[src/rtl/morse_decoder_if.sv]
// rtl/morse_decoder_if.sv - Morse line in, decoded letter/status out
interface morse_decoder_if;
    logic       DotDashIn;
    logic [2:0] Letter;
    logic       LetterValid;
    logic       Error;
    logic       Busy;

    modport master (
        output DotDashIn,
        input  Letter,
        input  LetterValid,
        input  Error,
        input  Busy
    );

    modport slave (
        input  DotDashIn,
        output Letter,
        output LetterValid,
        output Error,
        output Busy
    );
endinterface

[src/rtl/morse_decoder.sv]
// rtl/morse_decoder.sv - tick-sampled Morse decoder for letters A..H
// Define MORSE_DECODER_ERR_EN to enable Error pulses and the RECOVER state.
module morse_decoder #(
    parameter int TICK_DIV = 250,
    parameter int MAX_MARK = 4
) (
    input  logic             ClockIn,
    input  logic             Reset,
    morse_decoder_if.slave   bus
);

    localparam int DIV_W  = (TICK_DIV > 2) ? $clog2(TICK_DIV) : 1;
    localparam int MARK_W = $clog2(MAX_MARK + 1);

`ifdef MORSE_DECODER_ERR_EN
    typedef enum logic [1:0] {IDLE, MARK, SPACE, RECOVER} state_t;
`else
    typedef enum logic [1:0] {IDLE, MARK, SPACE} state_t;
`endif

    state_t              state;
    logic [DIV_W-1:0]    tick_cnt;
    logic                tick;
    logic [MARK_W-1:0]   markcnt;
    logic [1:0]          spacecnt;
    logic [2:0]          elemcnt;
    logic [3:0]          pattern;
    logic [3:0]          dec;

`ifdef MORSE_DECODER_ERR_EN
    logic error_q;
    assign bus.Error = error_q;
`else
    logic drop;
    assign bus.Error = 1'b0;
`endif

    // Pattern bit i holds element i (first element in bit 0), 1 = dash.
    function automatic logic [3:0] decode(input logic [2:0] len, input logic [3:0] pat);
        case ({len, pat})
            7'b010_0010: decode = {1'b1, 3'd0};
            7'b100_0001: decode = {1'b1, 3'd1};
            7'b100_0101: decode = {1'b1, 3'd2};
            7'b011_0001: decode = {1'b1, 3'd3};
            7'b001_0000: decode = {1'b1, 3'd4};
            7'b100_0100: decode = {1'b1, 3'd5};
            7'b011_0011: decode = {1'b1, 3'd6};
            7'b100_0000: decode = {1'b1, 3'd7};
            default:     decode = 4'b0000;
        endcase
    endfunction

    assign dec  = decode(elemcnt, pattern);
    assign tick = (tick_cnt == DIV_W'(TICK_DIV - 1));

    always_ff @(posedge ClockIn or negedge Reset) begin
        if (!Reset)
            tick_cnt <= '0;
        else if (tick)
            tick_cnt <= '0;
        else
            tick_cnt <= tick_cnt + 1'b1;
    end

    always_ff @(posedge ClockIn or negedge Reset) begin
        if (!Reset) begin
            state           <= IDLE;
            markcnt         <= '0;
            spacecnt        <= '0;
            elemcnt         <= '0;
            pattern         <= '0;
            bus.Letter      <= '0;
            bus.LetterValid <= 1'b0;
            bus.Busy        <= 1'b0;
`ifdef MORSE_DECODER_ERR_EN
            error_q         <= 1'b0;
`else
            drop            <= 1'b0;
`endif
        end else begin
            bus.LetterValid <= 1'b0;
`ifdef MORSE_DECODER_ERR_EN
            error_q         <= 1'b0;
`endif
            if (tick) begin
                case (state)
                    IDLE: begin
                        if (bus.DotDashIn) begin
                            state    <= MARK;
                            markcnt  <= MARK_W'(1);
                            elemcnt  <= '0;
                            pattern  <= '0;
                            bus.Busy <= 1'b1;
`ifndef MORSE_DECODER_ERR_EN
                            drop     <= 1'b0;
`endif
                        end
                    end
                    MARK: begin
                        if (bus.DotDashIn) begin
`ifdef MORSE_DECODER_ERR_EN
                            if (markcnt >= MARK_W'(MAX_MARK - 1)) begin
                                error_q  <= 1'b1;
                                state    <= RECOVER;
                                spacecnt <= '0;
                            end else begin
                                markcnt <= markcnt + 1'b1;
                            end
`else
                            // Overlong mark: remember it and drain until 3 quiet ticks.
                            if (markcnt != MARK_W'(MAX_MARK))
                                markcnt <= markcnt + 1'b1;
                            if (markcnt >= MARK_W'(MAX_MARK - 1))
                                drop <= 1'b1;
`endif
                        end else begin
`ifndef MORSE_DECODER_ERR_EN
                            if (drop) begin
                                state    <= SPACE;
                                spacecnt <= 2'd1;
                            end else
`endif
                            if (elemcnt == 3'd4) begin
`ifdef MORSE_DECODER_ERR_EN
                                error_q  <= 1'b1;
                                state    <= RECOVER;
                                spacecnt <= '0;
`else
                                state    <= IDLE;
                                bus.Busy <= 1'b0;
`endif
                            end else begin
                                pattern[elemcnt[1:0]] <= (markcnt >= MARK_W'(2));
                                elemcnt  <= elemcnt + 1'b1;
                                state    <= SPACE;
                                spacecnt <= 2'd1;
                            end
                        end
                    end
                    SPACE: begin
                        if (bus.DotDashIn) begin
                            state   <= MARK;
                            markcnt <= MARK_W'(1);
                        end else if (spacecnt == 2'd2) begin
                            spacecnt <= 2'd3;
                            state    <= IDLE;
                            bus.Busy <= 1'b0;
`ifdef MORSE_DECODER_ERR_EN
                            if (dec[3]) begin
                                bus.Letter      <= dec[2:0];
                                bus.LetterValid <= 1'b1;
                            end else begin
                                error_q <= 1'b1;
                            end
`else
                            if (dec[3] && !drop) begin
                                bus.Letter      <= dec[2:0];
                                bus.LetterValid <= 1'b1;
                            end
`endif
                        end else begin
                            spacecnt <= spacecnt + 1'b1;
                        end
                    end
`ifdef MORSE_DECODER_ERR_EN
                    RECOVER: begin
                        if (bus.DotDashIn) begin
                            spacecnt <= '0;
                        end else if (spacecnt == 2'd2) begin
                            spacecnt <= 2'd3;
                            state    <= IDLE;
                            bus.Busy <= 1'b0;
                        end else begin
                            spacecnt <= spacecnt + 1'b1;
                        end
                    end
`endif
                    default: begin
                        state    <= IDLE;
                        bus.Busy <= 1'b0;
                    end
                endcase
            end
        end
    end

endmodule

[src/flat_wrapper.sv]
// flat-port wrapper written by rule: the top's interface ports become plain ports
module morse_decoder_flat 
#(
    parameter int TICK_DIV = 250,
    parameter int MAX_MARK = 4
)
  (ClockIn, Reset, bus_DotDashIn, bus_Letter, bus_LetterValid, bus_Error, bus_Busy);
  morse_decoder_if bus_i ();
  input  logic ClockIn;
  input  logic Reset;
  input wire logic [$bits(bus_i.DotDashIn)-1:0] bus_DotDashIn;
  output wire logic [$bits(bus_i.Letter)-1:0] bus_Letter;
  output wire logic [$bits(bus_i.LetterValid)-1:0] bus_LetterValid;
  output wire logic [$bits(bus_i.Error)-1:0] bus_Error;
  output wire logic [$bits(bus_i.Busy)-1:0] bus_Busy;
  assign bus_i.DotDashIn = bus_DotDashIn;
  assign bus_Letter = bus_i.Letter;
  assign bus_LetterValid = bus_i.LetterValid;
  assign bus_Error = bus_i.Error;
  assign bus_Busy = bus_i.Busy;
  morse_decoder #(.TICK_DIV(TICK_DIV), .MAX_MARK(MAX_MARK)) u_core (.ClockIn(ClockIn), .Reset(Reset), .bus(bus_i));
endmodule
[config.mk]
export PLATFORM = sky130hd
export DESIGN_NAME = morse_decoder_flat
export DESIGN_NICKNAME = d
export VERILOG_FILES = /design/src/rtl/morse_decoder_if.sv /design/src/rtl/morse_decoder.sv /design/src/flat_wrapper.sv
export SDC_FILE = /design/constraint.sdc
export NUM_CORES = 1
export LEC_CHECK = 0
export ABC_AREA = 1
export CORE_AREA = 2 2 82 84
export DETAILED_ROUTE_END_ITERATION = 10
export DIE_AREA = 0 0 84 86
export PLACE_DENSITY_LB_ADDON = 0.3
export SLEW_MARGIN = 5
export SYNTH_ARGS = -nofsm -noshare
export SYNTH_HDL_FRONTEND = slang
export SYNTH_SLANG_ARGS = --single-unit
[constraint.sdc]
create_clock -name ClockIn -period 2.45 [get_ports ClockIn]
set_clock_uncertainty 0.2 [all_clocks]
set_input_delay 0.245 -clock ClockIn [delete_from_list [all_inputs] [get_ports ClockIn]]
set_output_delay 0.245 -clock ClockIn [all_outputs]
set_load 0.05 [all_outputs]
Yosys cells after proc, flatten, opt, wreduce, memory -nomap -nowiden
Index checks and enable logic that the tools add are counted.

Output and inout bits: 6. Register bits: 28.

Bitwise logic cells: 1. Add/subtract/negate cells: 4. Multiplexer cells: 48. Reduce and logical (&&, ||, !) cells: 15. $lt $le $gt $ge: 4. Equality and inequality tests: 27.

Operators with widths (count): one-hot mux 4 bit (8 select lines) (1); == test 7 bit (second input constant) (4); 2-to-1 mux 2 bit (11); == test 7 x 6 -> 1 bit (second input constant) (3); 2-to-1 mux 3 bit (7); AND reduction 5 bit (4); 2-to-1 mux 4 bit (4); 2-to-1 mux 1 bit (15); != test 2 bit (second input constant) (6); one-hot mux 3 bit (2 select lines) (2); != test 2 x 1 -> 1 bit (second input constant) (5); adder 8 x 1 -> 8 bit (second input constant) (1); == test 8 bit (second input constant) (1); 2-to-1 mux 8 bit (1); one-hot mux 4 bit (2 select lines) (1); == test 7 x 5 -> 1 bit (second input constant) (1); AND reduction 7 bit (1); adder 3 x 1 -> 3 bit (second input constant) (2); >= comparator 3 x 2 -> 1 bit (second input constant) (2); != test 3 x 2 -> 1 bit (second input constant) (2); one-hot mux 2 bit (3 select lines) (1); AND reduction 6 bit (1); nonzero test 2 bit (3); bitwise mux 4 bit (1); other kinds (17) (19).

Depth between registers and ports, before layout
Depth in word-level cells: 9. Depth in mapped cells: 11. Mapped depth without buffers: 11.

Worst setup path before layout
No wires, ideal clock.

Path type: reg-to-reg. Start: reg u_core.elemcnt[0]. End: reg u_core.elemcnt[0]. Stages on the path, launching flop included: 11. Arrival: 1.481 ns. Setup slack: 0.695 ns. Path through: dfrtp_1 -> inv_1 -> ha_1 -> nand2_1 -> inv_2 -> o21ai_0 -> nand3_2 -> nor2_8 -> buf_12 -> nand3_2 -> o21ai_2.

Cells in the longest elaborated chain, start to end: 5. Elaborated cells on any way between the ends: 8.

RTL lines: start, declared (RTL line morse_decoder.sv:26) `logic [2:0] elemcnt;`; start signal, assigned (RTL line morse_decoder.sv:134) `elemcnt <= elemcnt + 1'b1;`; adder 3 x 1 -> 3 bit (RTL line morse_decoder.sv:134); 2-to-1 mux 3 bit (RTL line morse_decoder.sv:123) `if (elemcnt == 3'd4) begin`; 2-to-1 mux 3 bit (RTL line morse_decoder.sv:118) `if (drop) begin`; 2-to-1 mux 3 bit (RTL line morse_decoder.sv:100) `if (bus.DotDashIn) begin`; one-hot mux 3 bit (2 select lines) (RTL line morse_decoder.sv:86) `case (state)`.

Several ways; a longest one is shown, not always the timed one. The select of a mux whose other input is x is not followed. A chain may end at the register's enable or synchronous reset.

Worst setup path in the final report
Start: reg u_core.state[1]. End: reg u_core.markcnt[2].

Cells in the longest elaborated chain, start to end: 4. Elaborated cells on any way between the ends: 10.

RTL lines: start, declared (RTL line morse_decoder.sv:21) `state_t state;`; start signal, assigned (RTL line morse_decoder.sv:67) `state <= IDLE;`; start signal, assigned (RTL line morse_decoder.sv:89) `state <= MARK;`; start signal, assigned (RTL line morse_decoder.sv:119) `state <= SPACE;`; == test 2 bit or logical NOT 2 bit (tied branches) (RTL line morse_decoder.sv:86); OR reduction 2 bit (no source line); != test 2 x 1 -> 1 bit (no source line) or nonzero test 2 bit (tied branches); AND reduction 5 bit (no source line); end signal, assigned (RTL line morse_decoder.sv:112) `markcnt <= markcnt + 1'b1;`; end, declared (RTL line morse_decoder.sv:24) `logic [MARK_W-1:0] markcnt;`.

Several ways; a longest one is shown, not always the timed one.

==> impl_results.md <==
- Status: finished, final reports clean
- Lkg Pwr: 1.021 nW
- Synth warnings: 0
- Post-CTS Resized: 0
- Worst reg2reg path startpoint: u_core.state[1]
- DP HPWL: around 2500 um
- Post-synth EDFFs: 0
- Share of layout cells above drive strength 1: 0.1102
- Synth area leader: dfrtp_1
- Critical path peak fanout: 12
- CTS Buffer Depth: 2
- Slowest cell on crit path: dfrtp_1
- Vias in the first global route: 1345
- Cts hold-fix bufs: 0
- Post-synth top area share: 0.3786
- NumNets Final: 264
- Initial antenna violation count: 0
- Most frequent cell on the critical path: nand2_1
- CP Capture Point: u_core.markcnt[2]
- Routed vias/inst: 4.373
- Reg2Reg Depth: 8
- Max cap viols: 0
- GRT Total Usage: 0.1030
- H-Tree Depth: 1
- Reg2reg end: u_core.markcnt[2]
- Clk_lat worst skew: 0.27 ns
- Sum Neg Setup Slack: 0 ns
- Ports: 9
- Sequential share of the synthesized area: 0.3786
- Residual DRC count: 0
- Peak VDD IR: about 230 uV
- Unrepaired setup endpoints after global routing: no
- Die Area: 7224 um2
- Power Density: between 400 and 500 nW/um2
- Finish-stage setup viols: 0
- Req. time, crit path: 2.45 ns
- Post-synth net total: about 250
- Top FF cell, synth: dfrtp_1
- Synth top cells by count: nand2_1 (58), inv_1 (32), nor2_1 (29), dfrtp_1 (28), ha_1 (15)
- First-pass GRT wire length: 5982 um
- Post-synthesis async set-or-reset flop share: 1.000
- Mapped Avg Cell Area: approximately 7.8 um2
- Top-count cell post-synth: nand2_1
- Iter 0 DRT Violations: between 40 and 50
- Worst setup SP type: flip-flop
- Crit path launch: u_core.state[1]
- First-pass iteration count of the detailed router: 4
- Fmax: roughly 500 MHz
- Clock sink total: 28
- CTS root buf: clkbuf_8
- Die width: 84 um
- Final Cycle Share: 0.8260
- Setup Buffers After CTS: 0
- Yosys reg bits: 28
- Port buffer count: 7
- Cell Area, Synth: around 1900 um2
- P&R area growth vs syn: 11.36%
- Largest stage delay, worst path: about 0.4 ns
- GPL Wtd Cong: 0.8191
- Die Height: 86 um
- Crit Path Class: reg -> reg
- Design area: slightly above 2000 um2
- GR Overflow Total: 0
- Total power: 0.0008432 W
- Min-Delay Path Class: in -> async
- CTS tree: done
- Critical Path Sink Type: flip-flop
- Initial core utilization: 0.2948
- CTS buffer count: 3
- Final Critical Period: 2.024 ns
- Routed Antenna Nets: 0
- Critical path arrival: 2.03 ns
- Crit path cell chain: inv_1, ha_1, clkinv_1, a21oi_1, nor2_1, nand2_1, nand2_1, o21ai_0
- R2R Setup Slk: approximately 0.43 ns
- Largest net degree at the start of global routing: 29
- Synth area leaders: dfrtp_1 (38%), nand2_1 (12%), ha_1 (10%)
- Fin. Hold Viols: 0
- Per-cell routed wire length: between 9 and 10 um
- N_diodes: 0
- Core Box Area: 6277 um2
- DP Area: 1989 um2
- Vias post-DR: around 1400
- Number of distinct library cells after synthesis: 30
- WL final: between 3000 and 4000 um
- FP Rows: 29
- Gate Count Post-Synth: 236
- Final Max Slew Viols: 0
- Clock transition at path regs: 0.10 ns
-- final cells by class --
cell class | count | area [um2]
well taps | 77 | 96.34
clock buffers | 3 | 41.29
fillers | 684 | 4217
flip-flops and latches | 28 | 700.7
clock inverters | 1 | 30.03
inverters | 35 | 143.9
multi-input cells | 170 | 970.9
repair buffers | 8 | 77.57
-- through the flow --
stage | std cells | setup WS (ns) | hold slack, ns | utilization
after floorplan | 236 | 0.6948 | -0.2506 | -
after global routing | 322 | 0.1788 | 0.1724 | 0.3283
after global placement | 318 | 0.4542 | 0.2587 | 0.3169
after CTS | 322 | 0.4051 | 0.1590 | 0.3283
final | 322 | 0.4264 | 0.1411 | 0.3283
after detailed placement | 318 | 0.3906 | 0.2686 | 0.3169
-- cell families after synthesis --
group / count (synthesis) / share of synthesized area
flops: 28 / 0.3786
simple gates: 128 / 0.3354
buf+inv: 38 / 0.09669
xor+xnor: 1 / 0.004734
fa+ha+maj: 15 / 0.1014
compound gates: 25 / 0.08114
other cells: 1 / 0.002026
-- layout by cell type (no fill, tap or decap), types with 2 or more instances in the layout --
cell             instances
a21oi_1                  6
nand3_1                 14
clkdlybuf4s50_1          7
nand3_2                  7
o21ai_2                  5
nor3_1                   7
dfrtp_1                 28
inv_1                   32
nand4_1                  4
nand2_1                 58
ha_1                    15
nor2_1                  29
clkbuf_8                 3
o21ai_0                 11
or2_2                    2
-- report_power, final --
| group | total [W] | internal, W | switching (W) |
|---|---|---|---|
| Clock | 0.000363 | 0.000219 | 0.000145 |
| Combinational | 0.0000179 | 0.00000388 | 0.0000141 |
| Sequential | 0.000462 | 0.000462 | 0 |
| Total | 0.000843 | 0.000684 | 0.000159 |
-- worst min path at each step --
stage | startpoint | to | depth (start not counted)
after floorplan | Reset | u_core.bus.Busy | 0
after global placement | u_core.bus.Letter[1] | u_core.bus.Letter[1] | 2
after detailed placement | u_core.bus.Letter[1] | u_core.bus.Letter[1] | 2
after CTS | Reset | u_core.spacecnt[0] | 2
after global routing | Reset | u_core.markcnt[2] | 2
final | Reset | u_core.bus.Busy | 2
-- critical path: cells and delay by family (launching register included) --
family / cells / cell delay (ns)
AO/OA/AOI/OAI: 2 / 0.28
adder cells (fa/ha/maj): 1 / 0.40
buffers and inverters: 2 / 0.41
AND/OR/NAND/NOR: 3 / 0.26
flip-flops: 1 / 0.41
-- per-layer routing --
metal	track usage	wire length, um	up-vias
li1	-	-	766
met1	0.1390	1674	627
met3	0.03369	105	2
met4	0.02786	29	0
met5	0	0	-
met2	0.1593	1402	13
-- state kept, by name, summed over array words and instances (netlist names) --
register                cells
u_core.bus.Busy             1
u_core.bus.Letter           3
u_core.bus.LetterValid      1
u_core.drop                 1
u_core.elemcnt              3
u_core.markcnt              3
u_core.pattern              4
u_core.spacecnt             2
u_core.state                2
u_core.tick_cnt             8
(Power assumes the default switching activity.)
